[config.mk]
export PLATFORM = sky130hd
export DESIGN_NAME = alu_issue_ctrl
export DESIGN_NICKNAME = d
export VERILOG_FILES = /design/src/rtl/alu_ctrl_pkg.sv /design/src/rtl/alu_op_decode.sv /design/src/rtl/alu_issue_ctrl.sv
export SDC_FILE = /design/constraint.sdc
export NUM_CORES = 1
export LEC_CHECK = 0
export BUFFER_PORTS_ARGS = -buffer_cell sky130_fd_sc_hd__buf_4
export CAP_MARGIN = 20
export CORE_MARGIN = 8
export CORE_UTILIZATION = 45
export DETAILED_ROUTE_END_ITERATION = 7
export PLACE_DENSITY = 0.81
export SKIP_CTS_REPAIR_TIMING = 1
export SLEW_MARGIN = 20
export SYNTH_ARGS = -nofsm -noshare
export SYNTH_HDL_FRONTEND = slang
export SYNTH_SLANG_ARGS = --single-unit
export TNS_END_PERCENT = 1
[constraint.sdc]
create_clock -name Fast_Clock -period 3.9 [get_ports Fast_Clock]
set_input_delay 0.195 -clock Fast_Clock [delete_from_list [all_inputs] [get_ports Fast_Clock]]
set_output_delay 0.195 -clock Fast_Clock [all_outputs]
set_load 0.005 [all_outputs]
[src/rtl/alu_ctrl_pkg.sv]
// Shared ALU operation codes, opcode constants and sequencer state encoding
// for the ALU issue/collect controller.
package alu_ctrl_pkg;

  localparam logic [4:0] ALU_ADD = 5'd0;
  localparam logic [4:0] ALU_SUB = 5'd1;
  localparam logic [4:0] ALU_MUL = 5'd2;
  localparam logic [4:0] ALU_DIV = 5'd3;
  localparam logic [4:0] ALU_MOD = 5'd4;
  localparam logic [4:0] ALU_AND = 5'd5;
  localparam logic [4:0] ALU_OR  = 5'd6;
  localparam logic [4:0] ALU_XOR = 5'd7;
  localparam logic [4:0] ALU_NOT = 5'd8;
  localparam logic [4:0] ALU_SHL = 5'd9;
  localparam logic [4:0] ALU_SHR = 5'd10;
  localparam logic [4:0] ALU_EQ  = 5'd11;
  localparam logic [4:0] ALU_NE  = 5'd12;
  localparam logic [4:0] ALU_GE  = 5'd13;
  localparam logic [4:0] ALU_GT  = 5'd14;
  localparam logic [4:0] ALU_LE  = 5'd15;
  localparam logic [4:0] ALU_LT  = 5'd16;
  localparam logic [4:0] ALU_NOP = 5'd17;
  localparam logic [4:0] ALU_IMM = 5'd18;

  localparam logic [5:0] OPC_REG_MAX  = 6'd16;
  localparam logic [5:0] OPC_IMM_BASE = 6'd32;
  localparam logic [5:0] OPC_IMM_MAX  = 6'd42;
  localparam logic [5:0] OPC_LI       = 6'd48;
  localparam logic [5:0] OPC_NOP      = 6'd63;

  typedef enum logic [1:0] {
    ST_IDLE = 2'd0,
    ST_EXEC = 2'd1,
    ST_DONE = 2'd2
  } state_t;

  function automatic logic [31:0] sext16(input logic [15:0] v);
    return {{16{v[15]}}, v};
  endfunction

endpackage

[src/rtl/alu_op_decode.sv]
// Combinational opcode decoder: ALU op, operand selects and result-routing flags.
module alu_op_decode
  import alu_ctrl_pkg::*;
(
  input  logic [5:0] i_opcode,
  output logic [4:0] o_alu_op,
  output logic       o_imm_sel,
  output logic       o_zero_d1,
  output logic       o_is_multi,
  output logic       o_is_cmp,
  output logic       o_wb_en,
  output logic       o_illegal
);

  always_comb begin
    o_alu_op  = ALU_NOP;
    o_imm_sel = 1'b0;
    o_zero_d1 = 1'b0;
    o_illegal = 1'b0;
    // Register and immediate forms share the low 5 opcode bits as the ALU op.
    if (i_opcode <= OPC_REG_MAX) begin
      o_alu_op = i_opcode[4:0];
    end else if (i_opcode >= OPC_IMM_BASE && i_opcode <= OPC_IMM_MAX) begin
      o_alu_op  = i_opcode[4:0];
      o_imm_sel = 1'b1;
    end else if (i_opcode == OPC_LI) begin
      o_alu_op  = ALU_IMM;
      o_imm_sel = 1'b1;
      o_zero_d1 = 1'b1;
    end else if (i_opcode != OPC_NOP) begin
      o_illegal = 1'b1;
    end
  end

  always_comb begin
    o_is_multi = (o_alu_op >= ALU_MUL) && (o_alu_op <= ALU_MOD);
    o_is_cmp   = (o_alu_op >= ALU_EQ)  && (o_alu_op <= ALU_LT);
    o_wb_en    = (o_alu_op <= ALU_SHR) || (o_alu_op == ALU_IMM);
  end

endmodule

[src/rtl/alu_issue_ctrl.sv]
// Issue/collect sequencer for the ALU: IDLE accepts, EXEC waits, DONE holds the result.
// Optional divide-by-zero trap is enabled with ALU_DIVZERO_TRAP_EN.
module alu_issue_ctrl
  import alu_ctrl_pkg::*;
#(
  parameter int unsigned MULTI_LAT = 2
) (
  input  logic               Fast_Clock,
  input  logic               Reset,
  input  logic               Instr_Valid,
  output logic               Instr_Ready,
  input  logic [5:0]         Opcode,
  input  logic signed [31:0] Reg_Data_1,
  input  logic signed [31:0] Reg_Data_2,
  input  logic [15:0]        Imm,
  output logic [4:0]         ALU_Op,
  output logic signed [31:0] Data_1,
  output logic signed [31:0] Data_2,
  input  logic signed [31:0] ALU_Result,
  input  logic               ALU_True,
  output logic               Out_Valid,
  input  logic               Out_Ready,
  output logic signed [31:0] Wb_Data,
  output logic               Wb_En,
  output logic               Branch_Taken,
  output logic               Illegal,
  output logic               Div_Zero
);

  localparam logic [3:0] LP_LAT = 4'(MULTI_LAT);

  state_t             r_state, w_next;
  logic [3:0]         r_cnt;
  logic [4:0]         r_op;
  logic signed [31:0] r_d1, r_d2, r_wb_data;
  logic               r_wb_pend, r_is_cmp, r_wb_en, r_branch, r_illegal;

  logic [4:0] w_dec_op;
  logic       w_imm_sel, w_zero_d1, w_is_multi, w_is_cmp, w_wb_en, w_illegal;
  logic       w_accept, w_capture, w_dz;

  alu_op_decode u_dec (
    .i_opcode   (Opcode),
    .o_alu_op   (w_dec_op),
    .o_imm_sel  (w_imm_sel),
    .o_zero_d1  (w_zero_d1),
    .o_is_multi (w_is_multi),
    .o_is_cmp   (w_is_cmp),
    .o_wb_en    (w_wb_en),
    .o_illegal  (w_illegal)
  );

`ifdef ALU_DIVZERO_TRAP_EN
  logic r_div_zero;
  assign w_dz     = ((r_op == ALU_DIV) || (r_op == ALU_MOD)) && (r_d2 == 32'sd0);
  assign Div_Zero = r_div_zero;

  always_ff @(posedge Fast_Clock or posedge Reset) begin
    if (Reset)                                     r_div_zero <= 1'b0;
    else if (w_capture)                            r_div_zero <= w_dz;
    else if (r_state == ST_DONE && Out_Ready)      r_div_zero <= 1'b0;
  end
`else
  assign w_dz     = 1'b0;
  assign Div_Zero = 1'b0;
`endif

  assign w_accept  = Instr_Valid && Instr_Ready;
  // A trapped divide skips the remaining wait and captures immediately.
  assign w_capture = (r_state == ST_EXEC) && ((r_cnt == 4'd0) || w_dz);

  always_ff @(posedge Fast_Clock or posedge Reset) begin
    if (Reset) r_state <= ST_IDLE;
    else       r_state <= w_next;
  end

  always_comb begin
    w_next = r_state;
    case (r_state)
      ST_IDLE: if (w_accept)  w_next = ST_EXEC;
      ST_EXEC: if (w_capture) w_next = ST_DONE;
      ST_DONE: if (Out_Ready) w_next = ST_IDLE;
      default:                w_next = ST_IDLE;
    endcase
  end

  always_comb begin
    Instr_Ready = (r_state == ST_IDLE) && !Reset;
    Out_Valid   = (r_state == ST_DONE);
  end

  always_ff @(posedge Fast_Clock or posedge Reset) begin
    if (Reset) begin
      r_op      <= ALU_NOP;
      r_d1      <= '0;
      r_d2      <= '0;
      r_cnt     <= '0;
      r_wb_pend <= 1'b0;
      r_is_cmp  <= 1'b0;
      r_illegal <= 1'b0;
      r_wb_data <= '0;
      r_wb_en   <= 1'b0;
      r_branch  <= 1'b0;
    end else begin
      if (w_accept) begin
        r_op      <= w_dec_op;
        r_d1      <= w_zero_d1 ? 32'sd0 : Reg_Data_1;
        r_d2      <= w_imm_sel ? signed'(sext16(Imm)) : Reg_Data_2;
        r_cnt     <= w_is_multi ? LP_LAT : 4'd0;
        r_wb_pend <= w_wb_en;
        r_is_cmp  <= w_is_cmp;
        r_illegal <= w_illegal;
      end
      if (r_state == ST_EXEC) begin
        if (w_capture) begin
          r_wb_data <= w_dz ? 32'sd0 : ALU_Result;
          r_wb_en   <= r_wb_pend && !w_dz;
          r_branch  <= r_is_cmp && ALU_True;
        end else begin
          r_cnt <= r_cnt - 4'd1;
        end
      end
      if (r_state == ST_DONE && Out_Ready) r_illegal <= 1'b0;
    end
  end

  assign ALU_Op       = r_op;
  assign Data_1       = r_d1;
  assign Data_2       = r_d2;
  assign Wb_Data      = r_wb_data;
  assign Wb_En        = r_wb_en;
  assign Branch_Taken = r_branch;
  assign Illegal      = r_illegal;

endmodule

==> results.toml, run 1 <==
[final_layout]
commonest_non_fill_non_tap_cells_in_the_layout = "buf_4 (233), dfrtp_1 (110), a21oi_1 (53)"
flow.area_growth_from_synthesis_pct = 43.1
final_common_cell = "buf_4"
drive_gt1_frac = 0.465
cell_area_after_layout_mm2 = 0.00657
antenna_cells = 0
net_count_final = 741
layout.filler_cells = 800

[worst_setup_path]
critPathKind = "flip-flop to flip-flop"
crit_path_max_fanout = 66
reg2reg_depth = 3
r2r_setup_slack_ns = 1.71
setup.worst_path.end_class = "flip-flop"
critical_path.startpoint_type = "flip-flop"
worst_flop_to_flop_path_endpoint = "Illegal$_DFFE_PP0P_"
arrival_ns = 2.46
r2r-start = "r_state[0]$_DFFE_PP0P_"
crit_required_ns = 4.18

[global_route]
globalRouteOverflowTotal = 0
pin_count_of_the_biggest_net_entering_global_routing = 78
antenna_found_initial = 0
global_route.usage.total = 0.187
grt_pass1_vias = 4003
first_pass_grt_wire_length_mm = 20.0

[placement]
routabilityCongestion = 0.826
post-dp-hpwl_mm = 9.67
count_of_input_and_output_buffers = 228
detailed_place.area_mm2 = 0.00638

[detailed_routing]
route.detailed.vias_per_inst = 5.07
wirelength_mm = 12.9
number_of_vias_after_detailed_routing = 3832
remaining_design_rule_violation_count = 0
drt_iter0_drc = 156
drt_pass1_iterations = 4
post_drt_wl_per_cell_um = 17.0
ant_nets = 0

[timing]
finalSetupViolCount = 0
timing.final.hold_violations = 0
hold-worst-slack_ns = 0.0291
layout_worst_path_cycle_share = 0.561
max_slew_margin = 0.398
grt_setup_unrepaired = "no"
final_max_slew_viol_count = 0
worst-slew-pin-transition_ns = 0.902
final.setup_skew_ns = 0.00838
post-route-min-period_ns = 2.19
fmax_mhz = 457
totalNegativeSetupSlack_ns = 0

[cts]
clock_path_buffers = 2
clock_tree.htree_level_count = 3
number_of_clock_buffers_inserted_by_tritoncts = 9
clock_sinks = 112
tritoncts_clock_tree = "built"
cts.reportedPaths.clkPinSlew_ns = 0.09
cts.root.buffer_cell = "clkbuf_8"
worst_skew_pair.late_latency_ns = 0.36

[power_and_ir_drop]
p_leak_nw = 3.24
share_comb_of_total_power = 0.419
power_switching_w = 0.00149
netSwitchingFraction = 0.316
max-vdd-ir-drop_uv = 338
power_frac_clock = 0.145
ratio_of_total_power_to_cell_area_mw_per_mm2 = 720
seq_power_share = 0.436
internal_power_w = 0.00324

[die]
placement_rows = 37
die-area_mm2 = 0.0137
design.core.area_mm2 = 0.0101
num_io_pins = 230
floorplan.initialDensity = 0.453
die_w_um = 117
die_height_um = 117

[hold_path]
min-delay-start = "Out_Ready"
type_of_the_worst_min_delay_path = "input port to flip-flop"
holdPathEnd = "Illegal$_DFFE_PP0P_"
hold-path-cell-count = 2

[logic_synthesis]
ys_dominant_reg_cell = "dfrtp_1"
synth_seq_area_share = 0.611
asyncSetResetFlopFracSynth = 1.00
ys_ff_latch = 112
ys_types = 40
post_synth_instance_area_mm2 = 0.00459
synth-warning-count = 0
syn_avg_cell_area_um2 = 11.4
synthesized_instance_count = 402
synthesis.nets = 527
synth_edf_count = 0

[run]
max-cap-violations = 0

[run_status]
status = "complete, no violations"
## cell usage after synthesis (2+ instances only)
library cell  count  share of area
a21o_1            2         0.0033
a21oi_1          53          0.058
a22o_1           32          0.061
a22oi_1           2         0.0033
buf_1             4         0.0033
buf_2            12          0.013
buf_4             3         0.0049
clkbuf_1         11         0.0090
dfrtp_1         110           0.60
dfstp_2           2          0.011
ha_1              2         0.0054
inv_1             5         0.0041
mux2_2           33          0.081
mux2i_1           2         0.0044
nand2_1          50          0.041
nand2b_1          5         0.0068
nor2_1           37          0.030
nor2b_1           2         0.0027
nor3_1            2         0.0022
nor3b_1           2         0.0033
o21ai_0          11          0.012
o31ai_1           2         0.0033
## cells by family (layout without fill, tap and decap cells)
kind of cell	after synthesis	count (layout)	share of synthesized area
buf+inv	35	253	0.0343
simple gates	106	106	0.103
other cells	1	1	0.000816
mux	35	35	0.0853
flops	112	112	0.611
fa+ha+maj	2	2	0.00545
compound gates	111	111	0.161
## power groups by stage
stage | sequential (W) | clock [W] | combinational [W]
finish | 0.00206 | 0.000684 | 0.00198
global route | 0.00214 | 0.000745 | 0.00219
CTS | 0.00207 | 0.000698 | 0.00203
detailed placement | 0.00208 | 0 | 0.00204
global placement | 0.00205 | 0 | 0.00196
floorplan | 0.00208 | 0 | 0.000842
## how the worst max path moves through the flow
stage,startpoint,endpoint,slack [ns],cells past startpoint
floorplan,Reset,ALU_Op[1]$_DFFE_PP0P_,0.75,1
global placement,r_state[0]$_DFFE_PP0P_,Illegal$_DFFE_PP0P_,1.77,3
detailed placement,r_state[0]$_DFFE_PP0P_,Illegal$_DFFE_PP0P_,1.72,3
CTS,r_state[0]$_DFFE_PP0P_,Illegal$_DFFE_PP0P_,1.70,3
global route,r_state[0]$_DFFE_PP0P_,Illegal$_DFFE_PP0P_,1.62,3
finish,r_state[0]$_DFFE_PP0P_,Illegal$_DFFE_PP0P_,1.71,3
## worst max-delay path, cell delays in order, from the launching register on
cell and delay, ns:
dfrtp_1 0.43, or4b_4 0.86, or4_1 0.64, a22oi_1 0.17
## layer usage
| layer | routed length [um] | vias up | GRT usage |
|---|---|---|---|
| met4 | 163 | 0 | 0.0614 |
| met1 | 5470 | 1835 | 0.233 |
| met2 | 6100 | 163 | 0.307 |
| met3 | 1150 | 14 | 0.0503 |
| met5 | 0 | - | 0 |
| li1 | - | 1820 | - |
## cell type report
type	count	area [um^2]	share of cell area
Timing Repair Buffer	233	1750	0.266
Sequential cell	112	2810	0.427
Tap cell	136	170	0.0259
Clock buffer	12	145	0.0221
Multi-Input combinational cell	255	1640	0.249
Inverter	5	21.3	0.00324
Clock inverter	3	42.5	0.00647
## metrics by stage
stage	util	instances	worst slack (ns)	total power, W
after floorplan	-	402	0.749	0.00292
after global placement	0.630	741	1.77	0.00401
after detailed placement	0.630	741	1.72	0.00411
after CTS	0.648	756	1.70	0.00480
after global routing	0.648	756	1.62	0.00507
final	0.648	756	1.71	0.00473
## state kept, by name, summed over array words and instances, names as in the netlist
register,flops
Data_1,32
Data_2,32
Wb_Data,32
ALU_Op,5
r_cnt,4
r_state,2
Branch_Taken,1
Illegal,1
Wb_En,1
r_is_cmp,1
r_wb_pend,1
No activity file was read; power rests on OpenSTA's default activity.
==> run 2: changes to the inputs <==
Settings changed: CORE_UTILIZATION 45 to 41, PLACE_DENSITY 0.81 to 0.78.
Clock period 3.9 ns to 1.92 ns, I/O delays scaled along.
==> run 2 against run 1 <==
  * Total power up 110%
  * First-iteration DRC count is 88% higher
  * Sequential power up 100%
  * Non-clock buffer count grew 104
  * Final cell count up 15%
  * Critical path type unchanged
  * Highest routed layer unchanged
  * Utilization is 6.1 points higher
  * Critical path depth up 1
  * Sequential share of layout area down 6.3 points
  * Clock-buffer cell count is 1 lower
  * Clock power increased by 97%
==> results.toml, run 2 (synthesis gave the netlist of run 1 again) <==
[final_layout]
commonest_non_fill_non_tap_cells_in_the_layout = "buf_4 (230), dfrtp_1 (110), dlygate4sd3_1 (99)"
net_count_final = 845
multi_input_area_mm2 = 0.00164
ff_latch_area_mm2 = 0.00281
drive_gt1_frac = 0.408
final_common_cell = "buf_4"
flow.area_growth_from_synthesis_pct = 68.0
layout.filler_cells = 700

[timing]
totalNegativeSetupSlack_ns = 0
grt_setup_unrepaired = "no"
max_slew_margin = 0.518
timing.final.hold_violations = 0
post-route-min-period_ns = 1.83
hold-worst-slack_ns = 0.00283
worst-slew-pin-transition_ns = 0.722
final.setup_skew_ns = 0.00683
layout_worst_path_cycle_share = 0.953
fmax_mhz = 547
finalSetupViolCount = 0
final_max_slew_viol_count = 0

[detailed_routing]
route.detailed.vias_per_inst = 5.05
remaining_design_rule_violation_count = 0
number_of_vias_after_detailed_routing = 4392
wirelength_mm = 15.8
drt_iter0_drc = 293
post_drt_wl_per_cell_um = 18.1
drt_pass1_iterations = 4
ant_nets = 0

[power_and_ir_drop]
power_switching_w = 0.00328
p_leak_nw = 3.71
internal_power_w = 0.00672
ratio_of_total_power_to_cell_area_mw_per_mm2 = 1300
power_frac_clock = 0.135
max-vdd-ir-drop_uv = 792
netSwitchingFraction = 0.328
seq_power_share = 0.422
share_comb_of_total_power = 0.443

[cts]
cts.root.buffer_cell = "clkbuf_8"
clock_sinks = 112
cts.reportedPaths.clkPinSlew_ns = 0.10
number_of_clock_buffers_inserted_by_tritoncts = 9
worst_skew_pair.late_latency_ns = 0.37
clock_path_buffers = 2
tritoncts_clock_tree = "built"
clock_tree.htree_level_count = 3

[die]
num_io_pins = 230
die_w_um = 122
placement_rows = 38
design.core.area_mm2 = 0.0109
floorplan.initialDensity = 0.422
die_height_um = 122
die-area_mm2 = 0.0148

[worst_setup_path]
critPathSlowestCell = "or4b_4"
arrival_ns = 2.12
dominant_delay_contributor_by_cell_family_on_the_critical_path = "simple AND/OR/NAND/NOR gates"
crit_required_ns = 2.21
critical_path.cell_chain = "or4b_4 -> buf_12 -> o41a_1 -> mux2i_1"
critical_path.startpoint_type = "flip-flop"
worst-path-buf-inv = 1
setup.worst_path.end_class = "flip-flop"
critical_path.max_stage_delay_ns = 0.59
crit_path_max_fanout = 56
critPathKind = "flip-flop to flip-flop"

[placement]
post-dp-hpwl_mm = 10.3
routabilityCongestion = 0.776
count_of_input_and_output_buffers = 228

[global_route]
globalRouteOverflowTotal = 0
first_pass_grt_wire_length_mm = 21.2
global_route.usage.total = 0.179
antenna_found_initial = 2
pin_count_of_the_biggest_net_entering_global_routing = 57
grt_pass1_vias = 4212

[run_status]
status = "complete, no violations"

[hold_path]
type_of_the_worst_min_delay_path = "input port to flip-flop"

[run]
max-cap-violations = 0
## run 2: cell count changes in the layout (fill, tap and decap cells not counted), moves of 2 or more
cell	before	now
buf_4	233	230
inv_6	0	2
clkinvlp_4	1	3
buf_12	0	8
diode_2	0	4
dlygate4sd3_1	0	99
clkbuf_1	2	0
## run 2: power groups by stage
stage	clock network [W]	registers (W)	logic, W
floorplan	0	0.00422	0.00171
global placement	0	0.00418	0.00412
detailed placement	0	0.00422	0.00426
CTS	0.00139	0.00420	0.00425
global route	0.00147	0.00434	0.00483
finish	0.00135	0.00422	0.00442
## run 2: final timing paths
path	endpoint	slack (ns)	start	cells after the start
worst max-delay path	r_cnt[1]$_DFF_PP0_	0.09	r_state[0]$_DFFE_PP0P_	4
worst min-delay path	r_is_cmp$_DFFE_PP0P_	0.003	Opcode[5]	2
worst max register to register	r_cnt[1]$_DFF_PP0_	0.09	r_state[0]$_DFFE_PP0P_	4
worst min register to register	ALU_Op[0]$_DFFE_PP1P_	0.47	ALU_Op[0]$_DFFE_PP1P_	2
max in group asynchronous	Data_2[8]$_DFFE_PP0P_	0.86	Reset	4
min in group asynchronous	ALU_Op[3]$_DFFE_PP0P_	0.40	Reset	3
## run 2: layout make-up
type | instances | share of cell area
Inverter | 5 | 0.00292
Timing Repair Buffer | 337 | 0.373
Multi-Input combinational cell | 255 | 0.212
Tap cell | 140 | 0.0227
Antenna cell | 4 | 0.00130
Sequential cell | 112 | 0.363
Clock buffer | 11 | 0.0196
Clock inverter | 5 | 0.00486
## run 2: per-stage QoR
stage / worst slack (ns) / total power, W / cells / utilization / instance area [um^2]
6_report: 0.0902 / 0.0100 / 869 / 0.709 / 7720
5_1_grt: 0.0159 / 0.0106 / 868 / 0.709 / 7720
4_1_cts: 0.0180 / 0.00983 / 765 / 0.615 / 6700
3_5_place_dp: 0.0269 / 0.00848 / 749 / 0.598 / 6510
3_3_place_gp: 0.0951 / 0.00830 / 749 / 0.598 / 6510
2_1_floorplan: 0.168 / 0.00593 / 402 / - / 4600
## run 2: per-layer routing
metal	wire length (um)	track usage	vias up
met5	0	0	-
met4	291	0.0609	0
met2	7900	0.292	207
met3	1410	0.0541	24
li1	-	-	2037
met1	6150	0.222	2124
